`src/rtl/wav_play_sched_if.sv`:
```
// Store read port and DSP sample stream of the WAV playback scheduler.
interface wav_play_sched_if #(
  parameter int SAMPLE_WIDTH = 24,
  parameter int ADDR_W       = 19
);
  logic                           mem_rd_en;
  logic        [ADDR_W-1:0]       mem_rd_addr;
  logic signed [SAMPLE_WIDTH-1:0] mem_rd_data;
  logic signed [SAMPLE_WIDTH-1:0] out_data;
  logic                           out_valid;
  logic                           out_ready;

  modport master (
    output mem_rd_en, mem_rd_addr, out_data, out_valid,
    input  mem_rd_data, out_ready
  );

  modport slave (
    input  mem_rd_en, mem_rd_addr, out_data, out_valid,
    output mem_rd_data, out_ready
  );
endinterface

```
`src/rtl/wav_play_sched.sv`:
```
// Fetches one store sample per CLK_DIV cycles and presents it to the DSP on valid/ready.
// Define WAV_PLAY_SCHED_LOOP_EN to honour i_loop (wrap to sample 0 at the end).
module wav_play_sched #(
  parameter int SAMPLE_WIDTH = 24,
  parameter int ADDR_W       = 19,
  parameter int CLK_DIV      = 2083
) (
  input  logic              i_clk,
  input  logic              i_rst,
  input  logic              i_start,
  input  logic              i_stop,
  input  logic              i_loop,
  input  logic [ADDR_W:0]   i_num_samples,
  input  logic              i_src_ready,
  output logic              o_busy,
  output logic              o_done,
  output logic              o_err,
  output logic [15:0]       o_overrun_cnt,
  wav_play_sched_if.master  bus
);

  localparam int DIV_W = $clog2(CLK_DIV);
  localparam logic [DIV_W-1:0] DIV_MAX = DIV_W'(CLK_DIV - 1);
  localparam logic [ADDR_W:0]  MAX_NUM = {1'b1, {ADDR_W{1'b0}}};
`ifdef WAV_PLAY_SCHED_LOOP_EN
  localparam logic LOOP_EN = 1'b1;
`else
  localparam logic LOOP_EN = 1'b0;
`endif

  typedef enum logic [2:0] {
    S_IDLE, S_FETCH, S_WAIT_DATA, S_WAIT_TICK, S_DONE
  } state_t;

  state_t                   r_state;
  logic [ADDR_W-1:0]        r_addr;
  logic [ADDR_W-1:0]        r_rd_addr;
  logic [ADDR_W:0]          r_num;
  logic [DIV_W-1:0]         r_div;
  logic signed [SAMPLE_WIDTH-1:0] r_out_data;
  logic                     r_out_valid;
  logic                     r_err;
  logic [15:0]              r_ovr;

  logic w_busy, w_idle_like, w_can_start, w_num_ok, w_accept, w_last, w_take, w_wrap;

  assign w_busy      = (r_state == S_FETCH) || (r_state == S_WAIT_DATA) || (r_state == S_WAIT_TICK);
  assign w_idle_like = (r_state == S_IDLE) || (r_state == S_DONE);
  assign w_can_start = w_idle_like && i_start && !i_stop;
  assign w_num_ok    = (i_num_samples != '0) && (i_num_samples <= MAX_NUM);
  assign w_accept    = w_can_start && i_src_ready && w_num_ok;
  assign w_last      = ({1'b0, r_addr} == (r_num - 1'b1));
  assign w_take      = !r_out_valid || bus.out_ready;
  assign w_wrap      = LOOP_EN & i_loop;

  always_ff @(posedge i_clk) begin
    if (i_rst) begin
      r_state     <= S_IDLE;
      r_addr      <= '0;
      r_rd_addr   <= '0;
      r_num       <= '0;
      r_div       <= '0;
      r_out_data  <= '0;
      r_out_valid <= 1'b0;
      r_err       <= 1'b0;
      r_ovr       <= '0;
    end else begin
      r_err <= 1'b0;
      // Free-running divider keeps fetches exactly CLK_DIV cycles apart.
      if (w_busy) r_div <= (r_div == DIV_MAX) ? '0 : r_div + 1'b1;
      if (r_out_valid && bus.out_ready) r_out_valid <= 1'b0;

      if (i_stop && r_state != S_IDLE) begin
        r_state     <= S_IDLE;
        r_out_valid <= 1'b0;
      end else begin
        case (r_state)
          S_IDLE, S_DONE: begin
            if (w_accept) begin
              r_num       <= i_num_samples;
              r_addr      <= '0;
              r_rd_addr   <= '0;
              r_div       <= '0;
              r_ovr       <= '0;
              r_out_valid <= 1'b0;
              r_state     <= S_FETCH;
            end else if (w_can_start) begin
              r_err <= 1'b1;
            end
          end
          S_FETCH: r_state <= S_WAIT_DATA;
          S_WAIT_DATA: begin
            if (w_take) begin
              r_out_data  <= bus.mem_rd_data;
              r_out_valid <= 1'b1;
            end else if (r_ovr != 16'hFFFF) begin
              r_ovr <= r_ovr + 16'd1;
            end
            if (w_last) begin
              if (w_wrap) begin
                r_addr  <= '0;
                r_state <= S_WAIT_TICK;
              end else begin
                r_state <= S_DONE;
              end
            end else begin
              r_addr  <= r_addr + 1'b1;
              r_state <= S_WAIT_TICK;
            end
          end
          S_WAIT_TICK: begin
            if (r_div == DIV_MAX) begin
              r_rd_addr <= r_addr;
              r_state   <= S_FETCH;
            end
          end
          default: r_state <= S_IDLE;
        endcase
      end
    end
  end

  assign bus.mem_rd_en   = (r_state == S_FETCH);
  assign bus.mem_rd_addr = r_rd_addr;
  assign bus.out_data    = r_out_data;
  assign bus.out_valid   = r_out_valid;
  assign o_busy          = w_busy;
  assign o_done          = (r_state == S_DONE);
  assign o_err           = r_err;
  assign o_overrun_cnt   = r_ovr;

endmodule

```
`src/flat_wrapper.sv`:
```
// flat-port wrapper written by rule: the top's interface ports become plain ports
module wav_play_sched_flat 
#(
  parameter int SAMPLE_WIDTH = 24,
  parameter int ADDR_W       = 19,
  parameter int CLK_DIV      = 2083
)
  (i_clk, i_rst, i_start, i_stop, i_loop, i_num_samples, i_src_ready, o_busy, o_done, o_err, o_overrun_cnt, bus_mem_rd_en, bus_mem_rd_addr, bus_out_data, bus_out_valid, bus_mem_rd_data, bus_out_ready);
  wav_play_sched_if #(.SAMPLE_WIDTH(SAMPLE_WIDTH), .ADDR_W(ADDR_W)) bus_i ();
  input  logic i_clk;
  input  logic i_rst;
  input  logic i_start;
  input  logic i_stop;
  input  logic i_loop;
  input  logic [ADDR_W:0] i_num_samples;
  input  logic i_src_ready;
  output logic o_busy;
  output logic o_done;
  output logic o_err;
  output logic [15:0] o_overrun_cnt;
  output wire logic [$bits(bus_i.mem_rd_en)-1:0] bus_mem_rd_en;
  output wire logic [$bits(bus_i.mem_rd_addr)-1:0] bus_mem_rd_addr;
  output wire logic [$bits(bus_i.out_data)-1:0] bus_out_data;
  output wire logic [$bits(bus_i.out_valid)-1:0] bus_out_valid;
  input wire logic [$bits(bus_i.mem_rd_data)-1:0] bus_mem_rd_data;
  input wire logic [$bits(bus_i.out_ready)-1:0] bus_out_ready;
  assign bus_mem_rd_en = bus_i.mem_rd_en;
  assign bus_mem_rd_addr = bus_i.mem_rd_addr;
  assign bus_out_data = bus_i.out_data;
  assign bus_out_valid = bus_i.out_valid;
  assign bus_i.mem_rd_data = bus_mem_rd_data;
  assign bus_i.out_ready = bus_out_ready;
  wav_play_sched #(.SAMPLE_WIDTH(SAMPLE_WIDTH), .ADDR_W(ADDR_W), .CLK_DIV(CLK_DIV)) u_core (.i_clk(i_clk), .i_rst(i_rst), .i_start(i_start), .i_stop(i_stop), .i_loop(i_loop), .i_num_samples(i_num_samples), .i_src_ready(i_src_ready), .o_busy(o_busy), .o_done(o_done), .o_err(o_err), .o_overrun_cnt(o_overrun_cnt), .bus(bus_i));
endmodule
```
`config.mk`:
```
export PLATFORM = sky130hd
export DESIGN_NAME = wav_play_sched_flat
export DESIGN_NICKNAME = d
export VERILOG_FILES = /design/src/rtl/wav_play_sched_if.sv /design/src/rtl/wav_play_sched.sv /design/src/flat_wrapper.sv
export SDC_FILE = /design/constraint.sdc
export NUM_CORES = 1
export LEC_CHECK = 0
export CORE_MARGIN = 4
export CORE_UTILIZATION = 35
export DETAILED_ROUTE_END_ITERATION = 10
export SLEW_MARGIN = 20
export SYNTH_ARGS = -nofsm -noshare
export SYNTH_HDL_FRONTEND = slang
export SYNTH_SLANG_ARGS = --single-unit
```
`constraint.sdc`:
```
create_clock -name i_clk -period 4.9 [get_ports i_clk]
set_input_delay 1.225 -clock i_clk [delete_from_list [all_inputs] [get_ports i_clk]]
set_output_delay 1.225 -clock i_clk [all_outputs]
set_load 0.01 [all_outputs]
```
======== Yosys cells after proc, flatten, opt, wreduce, memory -nomap -nowiden ========
Index checks and enable logic that the tools add are counted.
storage, ports and cells
  bits in registers ....................... 115
  bits in latches ......................... 0
  RAM bits ................................ 0
  ROM bits ................................ 0
  logic and storage cells ................. 78
  memories ................................ 0
cells by class
  add/sub/neg operators ................... 4
  multipliers ............................. 0
  div/mod/pow operators ................... 0
  order comparisons ....................... 1
  equality and inequality tests ........... 12
  shift-type cells ........................ 0
  muxes and demuxes ....................... 23
  bitwise logic cells ..................... 2
  reduce and logical (&&, ||, !) cells .... 27
operator list
  operator               number
  $pmux 19 s2            2
  $mux 12                5
  $mux 19                3
  $mux 16                3
  $pmux 16 s2            1
  $eq 19x20->1           1
  $le 20x20->1 const B   1
  $reduce_bool 20->1     1
  $sub 20x1->20 const B  1
  $add 19x1->19 const B  1
  $add 16x1->16 const B  1
  $ne 16x16->1 const B   1
  $add 12x1->12 const B  1
  $eq 12x12->1 const B   1
  $pmux 3 s4             1
  $mux 3                 3
  $ne 2x2->1 const B     4
  $reduce_and 4->1       2
  $logic_and 1x1->1      7
  $eq 3x2->1 const B     2
  $reduce_and 3->1       2
  $reduce_and 5->1       1
  $logic_or 1x1->1       4
  $mux 1                 4
  other kinds (12)       16

======== Logic depth before layout (Yosys ltp) ========
Gate-level depths: netlist of the first run.
  depth in word-level cells ............... 9
  mapped depth ............................ 12

======== Worst setup path before layout of the first run ========
OpenSTA, ideal clock, no wires.
  kind .................................... input -> register
  start point ............................. input i_num_samples[15]
  end point ............................... register u_core.r_num[11]
  setup time .............................. 0.128 ns
  arrival ................................. 3.296 ns
  slack ................................... 1.477 ns
  stages on the path ...................... 8
  path buffers ............................ 3
  path through ............................ or3_1 o31a_1 nor3_1 clkbuf_1 clkbuf_1 buf_2 mux2i_1 nor2_1
on the way
  cells in the longest elaborated chain, start to end .. 4
  elaborated cells between the ends (all ways) .. 5
  those cells by class .................... order compare (1); reduce/logical (4)
ends and longest elaborated chain
  what                                                       line                  source
  start: declaration                                         flat_wrapper.sv:15    input logic [ADDR_W:0] i_num_samples;
  $le 20x20->1 / $reduce_bool 20->1 (equally long branches)  wav_play_sched.sv:50  assign w_num_ok = (i_num_samples != '0) && (i_num_samples <= MAX_NUM);
  $logic_and 1x1->1 *                                        wav_play_sched.sv:50
  $logic_and 1x1->1 *                                        wav_play_sched.sv:51  assign w_accept = w_can_start && i_src_ready && w_num_ok;
  $reduce_and 3->1 (no source line) *                        -
  end signal: assignment                                     wav_play_sched.sv:80  r_num <= i_num_samples;
  end: declaration                                           wav_play_sched.sv:38  logic [ADDR_W:0] r_num;
Mark *: on every way between the ends. The rest lies on a longest branch, timed or not.
A chain may end at the register's enable or synchronous reset.

======== Worst setup path after layout of the first run ========
  start point ............................. input i_num_samples[0]
  end point ............................... register u_core.r_addr[5]
on the way
  cells in the longest elaborated chain, start to end .. 5
  elaborated cells between the ends (all ways) .. 6
  those cells by class .................... order compare (1); eq/ne (1); reduce/logical (4)
ends and longest elaborated chain
  what                                                       line                   source
  $le 20x20->1 / $reduce_bool 20->1 (equally long branches)  wav_play_sched.sv:50
  $logic_and 1x1->1 *                                        wav_play_sched.sv:50
  $logic_and 1x1->1 *                                        wav_play_sched.sv:51
  $ne 2x1->1 (no source line) *                              -
  $reduce_and 4->1 (no source line) *                        -
  end signal: assignment                                     wav_play_sched.sv:107  r_addr <= r_addr + 1'b1;
  end: declaration                                           wav_play_sched.sv:36   logic [ADDR_W-1:0] r_addr;
Marks and branches as above.

==> results of run 1 <==
-- placed cells by master (no fill, tap or decap), types with 8 or more instances in the layout --
cell,count
nor4_1,10
nor3_1,17
inv_1,14
nand2_1,102
dfxtp_1,115
nand3_1,35
and2_1,9
and3_1,9
a21oi_1,60
or3_1,13
nand4_1,22
xor2_1,13
buf_4,8
nor2_1,75
clkbuf_16,17
clkdlybuf4s50_1,112
mux2i_1,24
xnor2_1,29
-- logic make-up (layout without fill, tap and decap cells) --
group	count (synthesis)	in the layout	share of synthesized area
simple gates	334	334	0.2975
compound gates	115	115	0.1302
xor+xnor	42	42	0.06499
fa+ha+maj	5	5	0.01105
mux	26	26	0.04642
buf+inv	57	167	0.04310
flops	115	115	0.4067
-- synth_stat cells, types with 4 or more instances --
master,n
and3_1,9
a31oi_1,4
o21ai_0,5
o211ai_1,4
mux2i_1,24
or4_1,6
xnor2_1,29
nor2_1,76
nand2_1,102
xor2_1,13
nand4_1,22
dfxtp_1,115
nor4_1,10
clkbuf_1,36
or3_1,13
o41ai_1,6
a21oi_1,60
buf_2,5
nand2b_1,4
nor3_1,18
nand3_1,35
o31ai_1,5
and2_1,9
a31o_2,5
ha_1,5
nor3b_1,4
inv_1,14
-- state kept, by name, summed over array words and instances, names as in the netlist --
register / count
u_core.bus.mem_rd_addr: 19
u_core.bus.out_data: 24
u_core.bus.out_valid: 1
u_core.o_err: 1
u_core.o_overrun_cnt: 16
u_core.r_addr: 19
u_core.r_div: 12
u_core.r_num: 20
u_core.r_state: 3
-- per-stage QoR --
stage                     std cells    util  total power, W  worst slack (ns)
after detailed placement        988  0.4368        0.001166            0.6841
after CTS                      1020  0.4785        0.002552             1.111
final                          1020  0.4789        0.002526             1.099
after global routing           1020  0.4789        0.002620            0.8900
after global placement          988  0.4366        0.001161            0.7596
after floorplan                 694       -        0.001083             1.477
-- tightest hold or removal path, cell delays in order, from the launching register on --
cell	delay [ns]
dfxtp_1	0.30
nand2_1	0.05
a21oi_1	0.05
-- layout make-up --
type                       instances  area, µm²
sequential                       115       2302
clock inverter                     8      171.4
tap                              216      270.3
fill                            1562       8278
clock buffer                      24      491.7
multi-input combinational        522       3133
timing repair buffer             121       1186
inverter                          14      52.55
-- power by group --
| group | total [W] | internal (W) | switching (W) |
|---|---|---|---|
| clock network | 0.00138 | 0.000956 | 0.000421 |
| logic | 0.000189 | 0.0000926 | 0.0000968 |
| registers | 0.000959 | 0.000946 | 0.0000129 |
| total | 0.00253 | 0.00199 | 0.000531 |
-- metal layers --
metal,vias up,share of wire
met5,-,0
met4,0,0.014
met3,11,0.077
met2,138,0.48
met1,2513,0.43
li1,2656,-
-- path summary, 6_finish.rpt --
check | start | to | slack, ns | cells past startpoint
max | i_num_samples[0] | u_core.r_addr[5] | 1.10 | 11
max reg2reg | u_core.r_num[0] | u_core.r_addr[15] | 1.55 | 10
min reg2reg | u_core.bus.mem_rd_addr[14] | u_core.bus.mem_rd_addr[14] | 0.45 | 2
min | u_core.bus.mem_rd_addr[14] | u_core.bus.mem_rd_addr[14] | 0.45 | 2
==> summary.txt, run 1 <==
Floorplan
  – Row Count: 46
  – Die height: 135.2 µm
  – Core area: 15,890 µm²
  – Die X: 135.2 µm
  – Ports: 115
  – Initial core utilization: 0.3563
  – Die area: ~18,000 µm²

Detailed routing
  – DRC: 0
  – Starting DRC count in detailed routing: a little under 200
  – Via density: 5.214
  – Routed vias: 5,318
  – Final WL: 15,830 µm
  – Post-route ant nets: 0
  – DR WL/cell: approximately 16 µm
  – Detailed Routing Iterations Pass 1: 4

Yosys
  – Yosys top cell by area: dfxtp_1
  – Main flop type after synthesis: dfxtp_1
  – Yosys warnings: 0
  – Post-synthesis sequential area ratio: 0.4067
  – Syn Std Cell Area: 5660 µm²
  – Avg Inst Size Synth: 8.156 µm²
  – Mapped Nets: 750
  – Asr flop ratio synth: 0
  – Top post-synthesis cells by area: dfxtp_1, nand2_1, a21oi_1
  – Post-synth EDFFs: 0
  – Yosys reg bits: 115
  – Mapped Cells: approximately 690
  – Yosys cell types: 64
  – Synth top area share: 0.4067

Timing
  – Fin crit period: 3.801 ns
  – Fin Hold WS: 0.4511 ns
  – Headroom to the max-slew limit: 0.3675
  – Max-slew violations: 0
  – Layout Skew: 0.01667 ns
  – Unrepaired setup endpoints after global routing: false
  – Max Clk Rate: about 260 MHz
  – Worst-margin pin slew: 0.9446 ns
  – Fin crit share: 0.7758
  – Final setup TNS: 0 ns
  – Fin. Hold Viols: 0
  – # setup viols final: 0

Outcome
  – Outcome: finished clean

Global route
  – Grt met2 use: 0.2915
  – M3 GR Usage: 0.07764
  – Initial antenna violation count: 0
  – Grt peak-use layer: met2
  – First-pass GRT wire length: 26,180 µm
  – Grt ovf: 0
  – Largest net degree at the start of global routing: 36
  – Number of global-route vias before repair: between 5k and 6k
  – Total Routing Usage GR: 0.1773
  – Grt met1 use: 0.2098

Placement
  – Placer congestion estimate: 0.8931
  – DP Area: 6938 µm²
  – HPWL after DPL: 11,490 µm
  – I/O Buffers: about 110

Clocking
  – Clock sink count: between 100 and 150
  – H-tree depth: 4
  – Hold_buf cts: 0
  – Setup bufs post-CTS: 0
  – # resized after CTS: 0
  – Clock transition at path regs: roughly 0.050 ns
  – Clock root buffer: clkbuf_16
  – Clk buf depth: 2
  – CTS tree: yes
  – Worst-skew pair later-pin latency: between 0.4 and 0.5 ns
  – Total CTS buffers: 17

Layout
  – Fin nets: ~850
  – Layout cells sized above 1: 0.07587
  – Antenna Cells: 0
  – Area Growth Syn to Fin: 34.39%
  – Final instance area: 7607 µm²

Worst setup path
  – Setup crit end kind: flop
  – CP max FO: 19
  – Most frequent CP cell: buf_4
  – CP max-delay cell: or4b_1
  – Worst-path cell chain: clkdlybuf4s50_1 -> nor4_1 -> nand2_1 -> o31a_1 -> nor3_2 -> buf_4 -> o21ai_1 -> a21oi_2 -> buf_4 -> or4b_1 -> a21oi_1
  – WP data required: 5.23 ns
  – CP Buf/Inv Count: 3
  – CP max stage delay: approximately 0.44 ns
  – Critical path type: in -> reg
  – CP Launch Type: primary input
  – CP arrival: about 4.1 ns
  – CP delay by family, top: simple AND/OR/NAND/NOR gates

Job
  – Max-cap violation count: 0

Pwr
  – PwrDens: about 330 nW/µm²
  – Leakage power: around 2.6 nW
  – Worst ir drop on vdd: 0.2317 mV

Hold path
  – Hold Path Class: reg -> reg
(Power assumes the default switching activity.)
==> run 2: changes to the inputs <==
Clock period 4.9 ns to 3.27 ns, I/O delays scaled along.
==> run 2 against run 1 <==
Compared with the run above: register-to-register slack worse by 1.2 ns; cell count up 4.5%; sequential power up 50%; clock power up 41%; sequential cell count unchanged; die area unchanged; combinational power up 70%; final area up 4.3%; core utilization up 2.1 points; clock skew about the same; highest routed layer unchanged.
==> summary.txt, run 2 (same netlist as run 1, synthesis figures left out) <==
Placement
  – Place WS: -0.4283 ns (-1.112 ns)
  – HPWL after DPL: 12,030 µm (+4.7%)
  – Placer congestion estimate: 0.8960 (+0.32%)
  – DP Area: 7296 µm² (+5.2%)
  – I/O Buffers: 113 (unchanged)

Detailed routing
  – DR WL/cell: 15.32 µm (-1.3%)
  – DRC: 0 (unchanged)
  – Starting DRC count in detailed routing: 258 (+32%)
  – Detailed Routing Iterations Pass 1: 5 (+1)
  – Post-route ant nets: 0 (unchanged)
  – Via density: 5.194 (-0.37%)
  – Routed vias: 5,537 (+4.1%)
  – Final WL: 16,330 µm (+3.2%)

Clocking
  – Clk buf depth: 2 (unchanged)
  – Setup bufs post-CTS: 0 (unchanged)
  – Clock transition at path regs: 0.06 ns (about the same)
  – CTS tree: yes
  – H-tree depth: 4 (unchanged)
  – Worst-skew pair later-pin latency: 0.43 ns (about the same)
  – Total CTS buffers: 17 (unchanged)
  – Clock sink count: 115 (unchanged)
  – Clock root buffer: clkbuf_16

Timing
  – Max-slew violations: 0 (unchanged)
  – Worst-margin pin slew: 0.7622 ns (-0.1824 ns)
  – Max Clk Rate: 328.5 MHz
  – Fin. Hold Viols: 0 (unchanged)
  – Fin crit share: 0.9310
  – Final setup TNS: 0 ns (unchanged)
  – Layout Skew: 0.01623 ns (-0.0004431 ns)
  – Final worst slack: 0.2258 ns (-0.8728 ns)
  – Headroom to the max-slew limit: 0.4913 (+0.1238)
  – Fin crit period: 3.044 ns
  – Unrepaired setup endpoints after global routing: false
  – # setup viols final: 0 (unchanged)

Job
  – Max-cap violation count: 0 (unchanged)

Worst setup path
  – Setup crit end kind: flop
  – WP data required: 3.63 ns (-1.60 ns)
  – R2r startpoint: u_core.r_num[1]
  – Worst-path cell chain: clkdlybuf4s50_1 -> nor4_1 -> nand2_1 -> o31a_1 -> nor3_4 -> o21ai_1 -> buf_4 -> or4_1 -> a21oi_1
  – CP Launch Type: primary input
  – CP arrival: 3.40 ns (-0.73 ns)
  – R2r setup slk: 0.31 ns (-1.24 ns)
  – CP max-delay cell: or4_1
  – Worst Reg-to-Reg Cells: 11 (+1)
  – CP max stage delay: 0.49 ns (+0.05 ns)
  – Critical path type: in -> reg
  – CP max FO: 6 (-13)
  – Crit Reg-Reg Endpoint: u_core.r_addr[16]

Pwr
  – PwrDens: 467.6 nW/µm² (+41%)
  – Leakage power: 2.813 nW (+8.4%)
  – Sw Pwr: 0.0008753 W (+65%)
  – Net Sw Frac: 0.2359 (+0.02561)
  – Internal power: 0.002835 W (+42%)
  – Worst ir drop on vdd: 0.3545 mV (+53%)
  – Logic pwr share: 0.087 (+0.012)
  – Clk pwr share: 0.526 (-0.020)
  – Sequential power share: 0.387 (+0.008)

Hold path
  – Hold path startpoint: u_core.bus.mem_rd_addr[10]
  – Hold depth: 2 (unchanged)
  – Hold path endpoint: u_core.bus.mem_rd_addr[10]
  – Hold Path Class: reg -> reg

Floorplan
  – Die height: 135.2 µm (unchanged)
  – Die X: 135.2 µm (unchanged)
  – Core area: 15,890 µm² (unchanged)
  – Die area: 18,270 µm² (unchanged)
  – Ports: 115 (unchanged)
  – Row Count: 46 (unchanged)
  – Initial core utilization: 0.3563 (unchanged)

Layout
  – Layout cells sized above 1: 0.1294 (+0.05354)
  – Leading cell types in the layout, fill and taps excluded: dfxtp_1, clkdlybuf4s50_1, nand2_1, nor2_1, a21oi_1
  – Fillers: 1,556 (-0.38%)
  – Fin nets: 893 (+5.4%)
  – Antenna Cells: 0 (unchanged)
  – Commonest non-fill, non-tap cell in the layout: dfxtp_1
  – Combined area of the multi-input logic cells: 3142 µm² (+0.28%)
  – Max FFs per register: 24 (unchanged)
  – Final instance area: 7935 µm² (+4.3%)
  – Util after Layout: 0.4995 (+0.02064)
  – Area Growth Syn to Fin: 40.19%
  – Register area: 2302 µm² (unchanged)

Global route
  – Initial antenna violation count: 0 (unchanged)
  – Grt ovf: 0 (unchanged)
  – First-pass GRT wire length: 26,750 µm (+2.2%)
  – M3 GR Usage: 0.07467 (-0.002972)
  – Grt met2 use: 0.3037 (+0.01217)
  – Total Routing Usage GR: 0.1809 (+0.003614)
  – Grt met1 use: 0.2105 (+0.0007425)
  – Largest net degree at the start of global routing: 32 (-11%)
  – Number of global-route vias before repair: 5,549 (+4.9%)
  – Grt peak-use layer: met2

Outcome
  – Outcome: finished clean
[run 2: cell types whose count changed in the layout (fill, tap and decap cells not counted), moves of 2 or more]
cell	change
inv_6	+5
clkbuf_8	-2
bufinv_16	-2
buf_4	+45
clkbuf_1	-3
[run 2: power by group through the flow]
stage	sequential, W	combinational [W]	clock [W]
after CTS	0.00143	0.000323	0.00200
final	0.00144	0.000322	0.00195
after detailed placement	0.00146	0.000319	0
after global routing	0.00144	0.000351	0.00207
after global placement	0.00146	0.000312	0
after floorplan	0.00146	0.000164	0
[run 2: per-stage QoR]
stage / power, W / cells / hold slack [ns]
floorplan: 0.001623 / 694 / 0.4716
global placement: 0.001776 / 1034 / 0.4420
detailed placement: 0.001784 / 1034 / 0.4467
CTS: 0.003755 / 1066 / 0.4536
global route: 0.003853 / 1066 / 0.4696
finish: 0.003710 / 1066 / 0.4522
[run 2: what timing repair did]
item / CTS / global route
hold buffers: 0 / 0
pin swaps: 0 / 1
endpoints found under the setup margin: 2 / 12
resized for setup: 1 / 1
[run 2: worst max path at each step]
stage | end | from | slack, ns | depth (start not counted)
after global placement | u_core.r_addr[13] | i_num_samples[0] | -0.33 | 9
after detailed placement | u_core.r_addr[13] | i_num_samples[0] | -0.43 | 9
final | u_core.r_addr[13] | i_num_samples[0] | 0.23 | 9
after CTS | u_core.r_addr[13] | i_num_samples[0] | 0.12 | 9
after floorplan | u_core.r_num[11] | i_num_samples[15] | 0.25 | 8
after global routing | u_core.o_overrun_cnt[13] | i_num_samples[0] | 0.05 | 10
[run 2: layout make-up]
cell class,count,area share
Clock buffer,19,0.05708
Timing Repair Buffer,167,0.1946
Tap cell,216,0.03406
Multi-Input combinational cell,522,0.3959
Clock inverter,13,0.02160
Inverter,14,0.006623
Sequential cell,115,0.2901
[run 2: metal layers]
layer | up-vias | routed length (µm)
met2 | 152 | 7890
met4 | 0 | 147
met5 | - | 0
met3 | 13 | 1295
li1 | 2746 | -
met1 | 2626 | 6993
[run 2: critical path, delay by kind of cell]
family,cells,cell delay [ns]
AO/OA/AOI/OAI,3,0.73
buffers and inverters,2,0.65
AND/OR/NAND/NOR,4,1.21
==> run 3: changes to the inputs <==
Settings changed: CORE_UTILIZATION 35 to 30.
==> run 3 against run 2 <==
Compared with the run above: via count shrank 3.4%; global-route usage shrank 3.1 points; critical endpoint is now u_core.bus.mem_rd_addr[9]; sequential power is essentially flat; register-to-register slack gained 0.02 ns; sequential share of layout area shrank 0.073 points; highest routed layer unchanged; cell count grew 1.3%; worst setup slack gained 0.031 ns; largest cell class unchanged; count of clock-buffer cells in the layout grew 1; first-iteration DRC count shrank 39%; non-clock buffer count grew 1; combinational power is essentially flat; critical path type unchanged.
==> summary.txt, run 3 (same netlist as run 1, synthesis figures left out) <==
Pwr
  – Worst ir drop on vdd: 0.3312 mV (-6.6%)
  – Leakage power: 2.808 nW (-0.20%)
  – Total power: 0.003616 W (-2.6%)
  – PwrDens: 454.5 nW/µm² (-2.8%)

Job
  – Max-cap violation count: 0 (unchanged)

Timing
  – Unrepaired setup endpoints after global routing: false
  – Max-slew violations: 0 (unchanged)
  – Fin crit share: 0.9216 (-0.009344)
  – # setup viols final: 0 (unchanged)
  – Worst-margin pin slew: 0.5118 ns (-0.2504 ns)
  – Fin crit period: 3.014 ns (-0.03055 ns)
  – Max Clk Rate: 331.8 MHz (+1.0%)
  – Fin. Hold Viols: 0 (unchanged)
  – Headroom to the max-slew limit: 0.6556 (+0.1643)
  – Layout Skew: 0.009184 ns (-0.007045 ns)
  – Final worst slack: 0.2563 ns (+0.03055 ns)

Detailed routing
  – Post-route ant nets: 0 (unchanged)
  – Final WL: 16,040 µm (-1.8%)
  – Routed vias: 5,346 (-3.4%)
  – DRC: 0 (unchanged)
  – Starting DRC count in detailed routing: 157 (-39%)
  – Detailed Routing Iterations Pass 1: 4 (-1)
  – Via density: 4.950 (-4.7%)
  – DR WL/cell: 14.85 µm (-3.0%)

Global route
  – Initial antenna violation count: 0 (unchanged)
  – First-pass GRT wire length: 26,020 µm (-2.7%)
  – Largest net degree at the start of global routing: 36 (+13%)
  – Number of global-route vias before repair: 5,057 (-8.9%)
  – Grt ovf: 0 (unchanged)
  – Total Routing Usage GR: 0.1498 (-0.03104)

Worst setup path
  – CP max FO: 19 (+13)
  – Worst-path cell chain: clkdlybuf4s50_1 -> nor4_1 -> nand2_1 -> buf_4 -> nor4_1 -> nor3_4 -> buf_4 -> buf_4 -> or2_2 -> nand3_1 -> a21oi_1
  – WP data required: 3.56 ns (-0.07 ns)
  – R2r startpoint: u_core.r_num[0]
  – Crit Reg-Reg Endpoint: u_core.r_addr[13]
  – Critical path type: in -> reg
  – R2r setup slk: 0.33 ns (+0.02 ns)
  – Setup crit end kind: flop
  – Worst Reg-to-Reg Cells: 11 (unchanged)
  – CP arrival: 3.30 ns (-0.10 ns)
  – CP max-delay cell: clkdlybuf4s50_1
  – Most frequent CP cell: buf_4
  – CP max stage delay: 0.45 ns (-0.04 ns)
  – CP Launch Type: primary input

Layout
  – Combined area of the multi-input logic cells: 3139 µm² (about the same)
  – Layout cells sized above 1: 0.1293 (-0.0001521)
  – Antenna Cells: 0 (unchanged)
  – Util after Layout: 0.4354 (-0.06411)
  – Final instance area: 7955 µm² (+0.25%)
  – Leading cell types in the layout, fill and taps excluded: dfxtp_1, clkdlybuf4s50_1, nand2_1, nor2_1, a21oi_1
  – Fin nets: 894 (+0.11%)
  – Commonest non-fill, non-tap cell in the layout: dfxtp_1
  – Max FFs per register: 24 (unchanged)
  – Register area: 2302 µm² (unchanged)
  – Area Growth Syn to Fin: 40.54%
  – Fillers: 1,832 (+18%)

Clocking
  – CTS tree: yes
  – Hold_buf cts: 0 (unchanged)
  – Setup bufs post-CTS: 0 (unchanged)
  – # resized after CTS: 0 (-1)
  – Clock sink count: 115 (unchanged)
  – H-tree depth: 4 (unchanged)
  – Clock transition at path regs: 0.05 ns (about the same)
  – Worst-skew pair later-pin latency: 0.42 ns (about the same)
  – Total CTS buffers: 17 (unchanged)
  – Clk buf depth: 2 (unchanged)
  – Clock root buffer: clkbuf_16

Hold path
  – Hold depth: 2 (unchanged)
  – Hold path startpoint: u_core.bus.mem_rd_addr[12]
  – Hold path endpoint: u_core.bus.mem_rd_addr[12]
  – Hold Path Class: reg -> reg

Floorplan
  – Die height: 145.4 µm (+7.5%)
  – Ports: 115 (unchanged)
  – Initial core utilization: 0.3098 (-0.04651)
  – Die area: 21,130 µm² (+16%)
  – Core area: 18,270 µm² (+15%)
  – Die X: 145.4 µm (+7.5%)
  – Row Count: 49 (+6.5%)

Placement
  – Place WS: -0.2071 ns (+0.2212 ns)
  – Placer congestion estimate: 0.8235 (-8.1%)
  – DP Area: 7342 µm² (+0.63%)
  – I/O Buffers: 113 (unchanged)
  – HPWL after DPL: 11,690 µm (-2.8%)

Outcome
  – Outcome: finished clean
-- run 3: cell count changes in the layout (fill, tap and decap cells not counted), sizes merged --
cell      previous run  this run
inv                 19        14
clkinv               3         6
buf                 55        56
bufinv               3         2
clkinvlp             2         4
clkbuf              19        20
-- run 3: worst max-delay path: cells and delay by family --
| kind | cells | cell delay, ns |
|---|---|---|
| AND/OR/NAND/NOR | 6 | 1.48 |
| buffers and inverters | 4 | 0.92 |
| AO/OA/AOI/OAI | 1 | 0.07 |
-- run 3: layout make-up --
cell class / count / share of cell area
Tap cell: 229 / 0.03602
Clock inverter: 12 / 0.01651
Inverter: 14 / 0.006606
Timing Repair Buffer: 168 / 0.1982
Sequential cell: 115 / 0.2894
Multi-Input combinational cell: 522 / 0.3946
Clock buffer: 20 / 0.05867
-- run 3: where the power goes --
part           switching [W]  internal [W]  total (W)
Combinational       0.000153      0.000171   0.000324
Sequential         0.0000182       0.00142    0.00143
Clock               0.000678       0.00118    0.00186
-- run 3: per-stage QoR --
step | cells | setup TNS [ns] | hold WS, ns
after global placement | 1048 | -4.670 | 0.4408
after CTS | 1080 | 0 | 0.4533
final | 1080 | 0 | 0.4497
after global routing | 1080 | 0 | 0.4683
after detailed placement | 1048 | -5.480 | 0.4452
after floorplan | 694 | 0 | 0.4716
-- run 3: worst max-delay path by stage --
stage	cells past startpoint	to	slack (ns)	start
floorplan	8	u_core.r_num[11]	0.25	i_num_samples[15]
global placement	9	u_core.r_addr[11]	-0.22	i_num_samples[0]
detailed placement	9	u_core.r_addr[11]	-0.21	i_num_samples[0]
CTS	12	u_core.r_addr[6]	0.20	u_core.r_num[0]
global route	11	u_core.r_div[1]	0.04	i_num_samples[7]
finish	11	u_core.bus.mem_rd_addr[9]	0.26	i_num_samples[7]
-- run 3: layer usage --
metal | part of all wire | track usage
met3 | 0.080 | 0.06197
met2 | 0.46 | 0.2367
met5 | 0 | 0
met1 | 0.46 | 0.1890
met4 | 0.0057 | 0.04179
